`src/rtl/audio_pkg.sv`:
```
// Shared types and defaults for the stereo DC-blocking high-pass stage.
package audio_pkg;

  localparam int unsigned DEF_IN_W = 16;
  localparam int unsigned DEF_FRAC = 16;
  localparam int unsigned DEF_K_LO = 10;
  localparam int unsigned DEF_K_HI = 9;

  typedef enum logic [1:0] {
    IDLE   = 2'd0,
    CALC_L = 2'd1,
    CALC_R = 2'd2,
    DONE   = 2'd3
  } dc_state_e;

  // Feedback state width: sample width plus fraction plus two guard bits.
  function automatic int unsigned state_w(input int unsigned in_w, input int unsigned frac);
    return in_w + frac + 2;
  endfunction

endpackage

```
`src/rtl/dc_blocker_core.sv`:
```
// One-channel DC-blocker update: next feedback state and saturated output sample.
module dc_blocker_core
  import audio_pkg::*;
#(
  parameter int unsigned IN_W = DEF_IN_W,
  parameter int unsigned FRAC = DEF_FRAC,
  parameter int unsigned K_LO = DEF_K_LO,
  parameter int unsigned K_HI = DEF_K_HI
) (
  input  logic signed [IN_W-1:0]              x,
  input  logic signed [IN_W-1:0]              x_prev,
  input  logic signed [IN_W+FRAC+1:0]         y,
  input  logic                                k_hi,
  input  logic                                mute,
  output logic signed [IN_W+FRAC+1:0]         y_next_c,
  output logic signed [IN_W-1:0]              out_c
);

  localparam int unsigned SW = state_w(IN_W, FRAC);

  logic signed [IN_W:0]   diff;
  logic signed [SW-1:0]   diff_sh;
  logic signed [SW-1:0]   leak;
  logic signed [SW-1:0]   sum;
  logic signed [IN_W+1:0] q;
  logic                   ovf;
  logic signed [IN_W-1:0] sat;

  assign diff    = {x[IN_W-1], x} - {x_prev[IN_W-1], x_prev};
  assign diff_sh = {diff[IN_W], diff, {FRAC{1'b0}}};
  assign leak    = k_hi ? (y >>> K_HI) : (y >>> K_LO);
  assign sum     = y + diff_sh - leak;

  // Dropping the fraction bits is an arithmetic shift, i.e. floor toward -inf.
  assign q   = sum[SW-1:FRAC];
  assign ovf = ~(&q[IN_W+1:IN_W-1]) & (|q[IN_W+1:IN_W-1]);
  assign sat = ovf ? (q[IN_W+1] ? {1'b1, {(IN_W-1){1'b0}}} : {1'b0, {(IN_W-1){1'b1}}})
                   : q[IN_W-1:0];

  // Muting zeroes the state so unmuting resumes from the input difference alone.
  assign y_next_c = mute ? '0 : sum;
  assign out_c    = mute ? '0 : sat;

endmodule

```
`src/rtl/audio_dc_blocker.sv`:
```
// Stereo DC-blocking high-pass; one shared datapath runs left then right per sample pair.
module audio_dc_blocker
  import audio_pkg::*;
#(
  parameter int unsigned IN_W = DEF_IN_W,
  parameter int unsigned FRAC = DEF_FRAC,
  parameter int unsigned K_LO = DEF_K_LO,
  parameter int unsigned K_HI = DEF_K_HI
) (
  input  logic                   clk,
  input  logic                   reset,
  input  logic                   ce,
  input  logic                   sample_rate,
  input  logic                   mute,
  input  logic signed [IN_W-1:0] in_l,
  input  logic signed [IN_W-1:0] in_r,
  output logic signed [IN_W-1:0] out_l,
  output logic signed [IN_W-1:0] out_r,
  output logic                   out_valid,
  output logic                   busy
);

  localparam int unsigned SW = state_w(IN_W, FRAC);

  dc_state_e state;

  logic signed [IN_W-1:0] x_l, x_r;
  logic signed [IN_W-1:0] x_prev_l, x_prev_r;
  logic signed [IN_W-1:0] res_l, res_r;
  logic signed [SW-1:0]   y_l, y_r;
  logic                   k_hi;
  logic                   muted;

  logic                   sel_r;
  logic signed [IN_W-1:0] core_x, core_xp, core_out;
  logic signed [SW-1:0]   core_y, core_y_next;

  // Operand muxes steer the shared core to the channel being computed.
  assign sel_r   = (state == CALC_R);
  assign core_x  = sel_r ? x_r      : x_l;
  assign core_xp = sel_r ? x_prev_r : x_prev_l;
  assign core_y  = sel_r ? y_r      : y_l;

  dc_blocker_core #(
    .IN_W (IN_W),
    .FRAC (FRAC),
    .K_LO (K_LO),
    .K_HI (K_HI)
  ) u_core (
    .x        (core_x),
    .x_prev   (core_xp),
    .y        (core_y),
    .k_hi     (k_hi),
    .mute     (muted),
    .y_next_c (core_y_next),
    .out_c    (core_out)
  );

  always_ff @(posedge clk) begin
    if (reset) begin
      state     <= IDLE;
      x_l       <= '0;
      x_r       <= '0;
      x_prev_l  <= '0;
      x_prev_r  <= '0;
      res_l     <= '0;
      res_r     <= '0;
      y_l       <= '0;
      y_r       <= '0;
      k_hi      <= 1'b0;
      muted     <= 1'b0;
      out_l     <= '0;
      out_r     <= '0;
      out_valid <= 1'b0;
      busy      <= 1'b0;
    end else begin
      out_valid <= 1'b0;
      case (state)
        IDLE: begin
          if (ce) begin
            x_l   <= in_l;
            x_r   <= in_r;
            k_hi  <= sample_rate;
            muted <= mute;
            busy  <= 1'b1;
            state <= CALC_L;
          end
        end
        CALC_L: begin
          y_l      <= core_y_next;
          x_prev_l <= x_l;
          res_l    <= core_out;
          state    <= CALC_R;
        end
        CALC_R: begin
          y_r      <= core_y_next;
          x_prev_r <= x_r;
          res_r    <= core_out;
          state    <= DONE;
        end
        DONE: begin
          out_l     <= res_l;
          out_r     <= res_r;
          out_valid <= 1'b1;
          busy      <= 1'b0;
          state     <= IDLE;
        end
        default: state <= IDLE;
      endcase
    end
  end

endmodule

```
`config.mk`:
```
export PLATFORM = sky130hd
export DESIGN_NAME = audio_dc_blocker
export DESIGN_NICKNAME = d
export VERILOG_FILES = /design/src/rtl/audio_pkg.sv /design/src/rtl/dc_blocker_core.sv /design/src/rtl/audio_dc_blocker.sv
export SDC_FILE = /design/constraint.sdc
export NUM_CORES = 1
export LEC_CHECK = 0
export ABC_AREA = 1
export ABC_CLOCK_PERIOD_IN_PS = 14200
export BUFFER_PORTS_ARGS = -buffer_cell sky130_fd_sc_hd__buf_2
export CAP_MARGIN = 20
export CORE_UTILIZATION = 50
export DETAILED_ROUTE_END_ITERATION = 7
export PLACE_DENSITY = 0.68
export SLEW_MARGIN = 20
export SYNTH_ARGS = -nofsm -noshare
export SYNTH_HDL_FRONTEND = slang
export SYNTH_SLANG_ARGS = --single-unit
```
`constraint.sdc`:
```
create_clock -name clk -period 14.2 [get_ports clk]
set_input_delay 0 -clock clk [delete_from_list [all_inputs] [get_ports clk]]
set_output_delay 0 -clock clk [all_outputs]
set_load 0.02 [all_outputs]
```
======== Word-level counts from Yosys, hierarchy flattened ========
Index checks and enable logic that the tools add are counted.
Widths: inputs -> output; s select.
storage, ports and cells
  flip-flop bits (word level) ............. 202
  input port bits ......................... 37
operators by class
  $add $sub $neg .......................... 3
  eq/ne operators ......................... 4
  muxes and demuxes ....................... 13
  bitwise gates (word level) .............. 2
  reductions and logical operators ........ 6
operators by type and width
  operator            number
  $mux 16             5
  $mux 34             2
  $add 34x33->34      1
  $sub 34x25->34      1
  $mux 24             1
  $sub 16x16->17      1
  $pmux 2 s4          1
  $eq 2x2->1 const B  2
  $reduce_and 2->1    2
  $reduce_and 3->1    1
  $reduce_or 3->1     1
  $eq 2x1->1 const B  1
  $logic_not 2->1     1
  $mux 1              2
  $mux 2              1
  $ne 2x2->1 const B  1
  $pmux 1 s2          1
  $reduce_bool 2->1   1
  $and 1x1->1         1
  $not 1->1           1

======== Longest topological paths before layout ========
  word-level depth ........................ 10
  depth in mapped cells ................... 37

======== By module ========
From an unflattened synthesis, not the netlist that was laid out.
second synthesis, totals
  cells, all modules ...................... 1894
  area, all modules ....................... 12446.9 um2
by module, submodules not included
  module            instances  cells an instance  area an instance (um2)
  audio_dc_blocker  1          1105               8091.5
  dc_blocker_core   1          789                4355.4

======== Least setup slack after synthesis ========
No wires, ideal clock.
  kind .................................... flip-flop to flip-flop
  start point ............................. register state[0]
  end point ............................... register res_l[5]
  library setup time ...................... 0.126 ns
  arrival ................................. 5.160 ns
  required time ........................... 14.074 ns
  path slack .............................. 8.914 ns
  stages on the path, launching flop included .. 30
  cell sequence ........................... dfxtp_1 -> inv_1 -> ha_1 -> buf_1 -> clkbuf_1 -> buf_2 -> mux2i_1 -> ha_1 -> nand2_1 -> o21a_1 -> o311ai_0 -> a21oi_1 -> xor2_1 -> fa_1 -> inv_1 -> ha_1 -> a21o_1 -> nor2_1 -> nand2_1 -> a21oi_1 -> nand2_1 -> nand2_1 -> nand2_1 -> inv_1 -> nand2_2 -> nand2_2 -> buf_2 -> nand3_1 -> nand2_2 -> a21oi_2
on the way
  word-level cells in the longest chain between the ends .. 10
ends and longest elaborated chain
  item                        RTL line                                        text
  start, declared             audio_dc_blocker.sv:25                          dc_state_e state;
  start signal, assigned      audio_dc_blocker.sv:61                          state <= IDLE;
  start signal, assigned      audio_dc_blocker.sv:86                          state <= CALC_L;
  start signal, assigned      audio_dc_blocker.sv:93                          state <= CALC_R;
  $eq 2x2->1                  audio_dc_blocker.sv:39                          assign sel_r = (state == CALC_R);
  $mux 16 (on tied branches)  audio_dc_blocker.sv:40, audio_dc_blocker.sv:41
  $sub 16x16->17              dc_blocker_core.sv:29                           assign diff = {x[IN_W-1], x} - {x_prev[IN_W-1], x_prev};
  $add 34x33->34              dc_blocker_core.sv:32                           assign sum = y + diff_sh - leak;
  $sub 34x25->34              dc_blocker_core.sv:32
  $reduce_and 3->1            dc_blocker_core.sv:36                           assign ovf = ~(&q[IN_W+1:IN_W-1]) & (|q[IN_W+1:IN_W-1]);
  $not 1->1                   dc_blocker_core.sv:36
  $and 1x1->1                 dc_blocker_core.sv:36
  $mux 16                     dc_blocker_core.sv:37                           assign sat = ovf ? (q[IN_W+1] ? {1'b1, {(IN_W-1){1'b0}}} : {1'b0, {(IN_W-1){1'b1}}})
  $mux 16                     dc_blocker_core.sv:42                           assign out_c = mute ? '0 : sat;
  end signal, assigned        audio_dc_blocker.sv:92                          res_l <= core_out;
  end, declared               audio_dc_blocker.sv:29                          logic signed [IN_W-1:0] res_l, res_r;
Parallel ways exist; a longest one is shown, timed or not.
A chain may end at the register's enable or synchronous reset.

======== Worst setup path in the final report ========
  start point ............................. register state[0]
  end point ............................... register res_l[2]
The elaborated chain is that of the path after synthesis.

==> results.cfg <==
[status]
status = finished clean

[logic_synthesis]
syn_nets = 1776
synth_ff_type = dfxtp_1
yosysWarnings = 0
ys_seq_elements = 200
syn_area_mm2 = 0.0114
synth_enable_flop_cells = 0
ys_types = 42
synthCells = 1652
async_flop_share_pct = 0
ys_seq_area_share_pct = 35.0
syn_area_per_cell_um2 = 6.93

[global_routing]
met2_usage_pct = 46.8
grt_util_met1_pct = 35.1
grt-ovfl-total = 0
grt_pass1_wl_um = 50800
grtUsageMet3_pct = 2.98
grt_pass1_vias = 9911
grt_max_degree = 121
grt_busiest_layer = met2
grt_antenna_before_repair = 0
grtUsageTotal_pct = 27.0

[setup_path]
critPathLaunchType = flip-flop
critical_path_class = flip-flop to flip-flop
cpMostUsedCell = nand2_1
path_buf_inv = 5
critPathMaxFanout = 63
end_kind = flip-flop
arrival_ns = 6.75
critPathSlowestCell = o311ai_0
max_stage_delay_ns = 0.68
cpLargestDelayFamily = compound AO/OA/AOI/OAI gates
worstPathRequired_ns = 14.57

[clock_tree]
cts_setup_buffers = 0
clk_pin_slew_worst_paths_ns = 0.09
cts-buffers-inserted = 17
root_buffer = clkbuf_16
cts-htree-levels = 4
clkLatencyLatePin_ns = 0.45
post_cts_resized = 0
cts_tree = built
clock_path_buffers = 2
cts_sinks = 200
hold_buffers = 36

[die]
rows = 54
die_h_um = 153
die_w_um = 153
pin_count = 71
fp.coreArea_mm2 = 0.0222
dieArea_mm2 = 0.0235
start_util_pct = 51.6

[sta]
relSlewSlack_pct = 31.3
period_share_pct = 44.9
tns_ns = 0
slew_violations = 0
finalSetupViolCount = 0
fin_crit_ns = 6.38
setup_ws_ns = 7.82
hold_violations = 0
rsz0062_at_grt = false
fmaxAchievable_mhz = 157
skew_ns = 0.0162
worst_pin_slew_ns = 1.03
hold_slack_ns = 0.326

[route]
detail_route.wl_per_cell_um = 15.6
drc = 0
ant_nets = 0
vias_per_cell = 5.34
drt_iter0_drc = 759
postRouteWirelength_um = 31100
drt-pass1-iter-count = 5
routed-via-count = 10600

[place]
dpl.hpwl_um = 22200
gp_congestion = 0.936
dp_slack_ns = 7.93
io_buffers = 70

[finish]
drive_gt1_share_pct = 9.74
antennaDiodeCount = 0
area_delta_synth_final_pct = 12.6
layout.nets = 1826
top_regs = y_l (33), y_r (33)

[worst_hold_path]
hold_path_class = input pin to flip-flop

[run]
max_cap_violations = 0
layer usage:
metal | up-vias | part of all wire [%]
met3 | 41 | 3.3
met4 | 0 | 2.2
met2 | 239 | 48
met5 | - | 0
met1 | 4881 | 46
li1 | 5485 | -
stage by stage:
stage               instances  utilization [%]  area [µm²]
finish                   1995             58.1       12900
global route             1995             58.1       12900
CTS                      1995             58.1       12900
detailed placement       1927             53.7       11900
global placement         1927             53.7       11900
floorplan                1652                -       11400
placed cells by master, fill, tap and decap left out, drive strengths merged:
master / netlist / final
a211oi: 1 / 1
a21boi: 1 / 1
a21o: 3 / 3
a21oi: 173 / 173
a221oi: 1 / 1
a31oi: 4 / 4
and2: 2 / 2
buf: 12 / 77
clkbuf: 70 / 17
clkinv: 2 / 7
dfxtp: 200 / 200
dlygate4sd3: 0 / 36
fa: 19 / 19
ha: 68 / 68
inv: 134 / 144
mux2i: 17 / 17
nand2: 400 / 400
nand3: 60 / 60
nand3b: 3 / 3
nand4: 2 / 2
nor2: 199 / 199
nor3: 8 / 8
nor4: 1 / 1
o2111ai: 1 / 1
o21a: 1 / 1
o21ai: 222 / 222
o21bai: 9 / 9
o221a: 1 / 1
o311ai: 1 / 1
o31a: 1 / 1
or2: 12 / 12
xnor2: 16 / 16
xor2: 8 / 8
area by class of cell:
class | instances | area [µm²]
fillers | 2127 | 9280
multi-input cells | 1234 | 6640
flip-flops and latches | 200 | 4000
repair buffers | 113 | 763
inverters | 136 | 513
clock buffers | 17 | 425
well taps | 280 | 350
clock inverters | 15 | 186
cell usage after synthesis, types with 7 or more instances:
master	n	area share, %
dfxtp_1	200	35
o21ai_0	222	9.7
xnor2_1	16	1.2
ha_1	68	7.4
xor2_1	8	0.61
inv_2	7	0.23
nand3_1	56	2.4
or2_2	11	0.60
a21oi_1	169	7.4
nor2_1	197	6.5
fa_1	19	3.3
buf_1	8	0.26
clkbuf_1	70	2.3
nand2_2	22	1.2
inv_1	127	4.2
mux2i_1	17	1.5
nand2_1	376	12
nor3_1	8	0.35
o21bai_1	9	0.59
worst paths after layout:
path / from / to / slack, ns / depth (start not counted)
worst min-delay path: in_r[15] / x_r[15] / 0.33 / 4
worst max-delay path: state[0] / res_l[2] / 7.82 / 26
worst min register to register: x_prev_r[7] / x_prev_r[7] / 0.46 / 2
worst max register to register: state[0] / res_l[2] / 7.82 / 26
cell families (layout without fill, tap and decap cells):
logic type      after synthesis  count (layout)  synth area share (%)
simple gates                687             687                  24.6
compound gates              419             419                  19.1
buf+inv                     218             281                  7.25
flops                       200             200                  35.0
fa+ha+maj                    87              87                  10.8
xor+xnor                     24              24                  1.84
mux                          17              17                  1.49
worst register-to-register path: cells and delay by family, from the launching register on:
family | cells | cell delay (ns)
simple gates | 8 | 0.78
flops | 1 | 0.36
compound gates | 7 | 2.06
fa+ha+maj | 4 | 1.68
mux | 1 | 0.22
buf+inv | 5 | 0.99
xor+xnor | 1 | 0.21
Power is not shown: default switching activity piles up to over one toggle a cycle in this logic, so the estimate is an artifact.
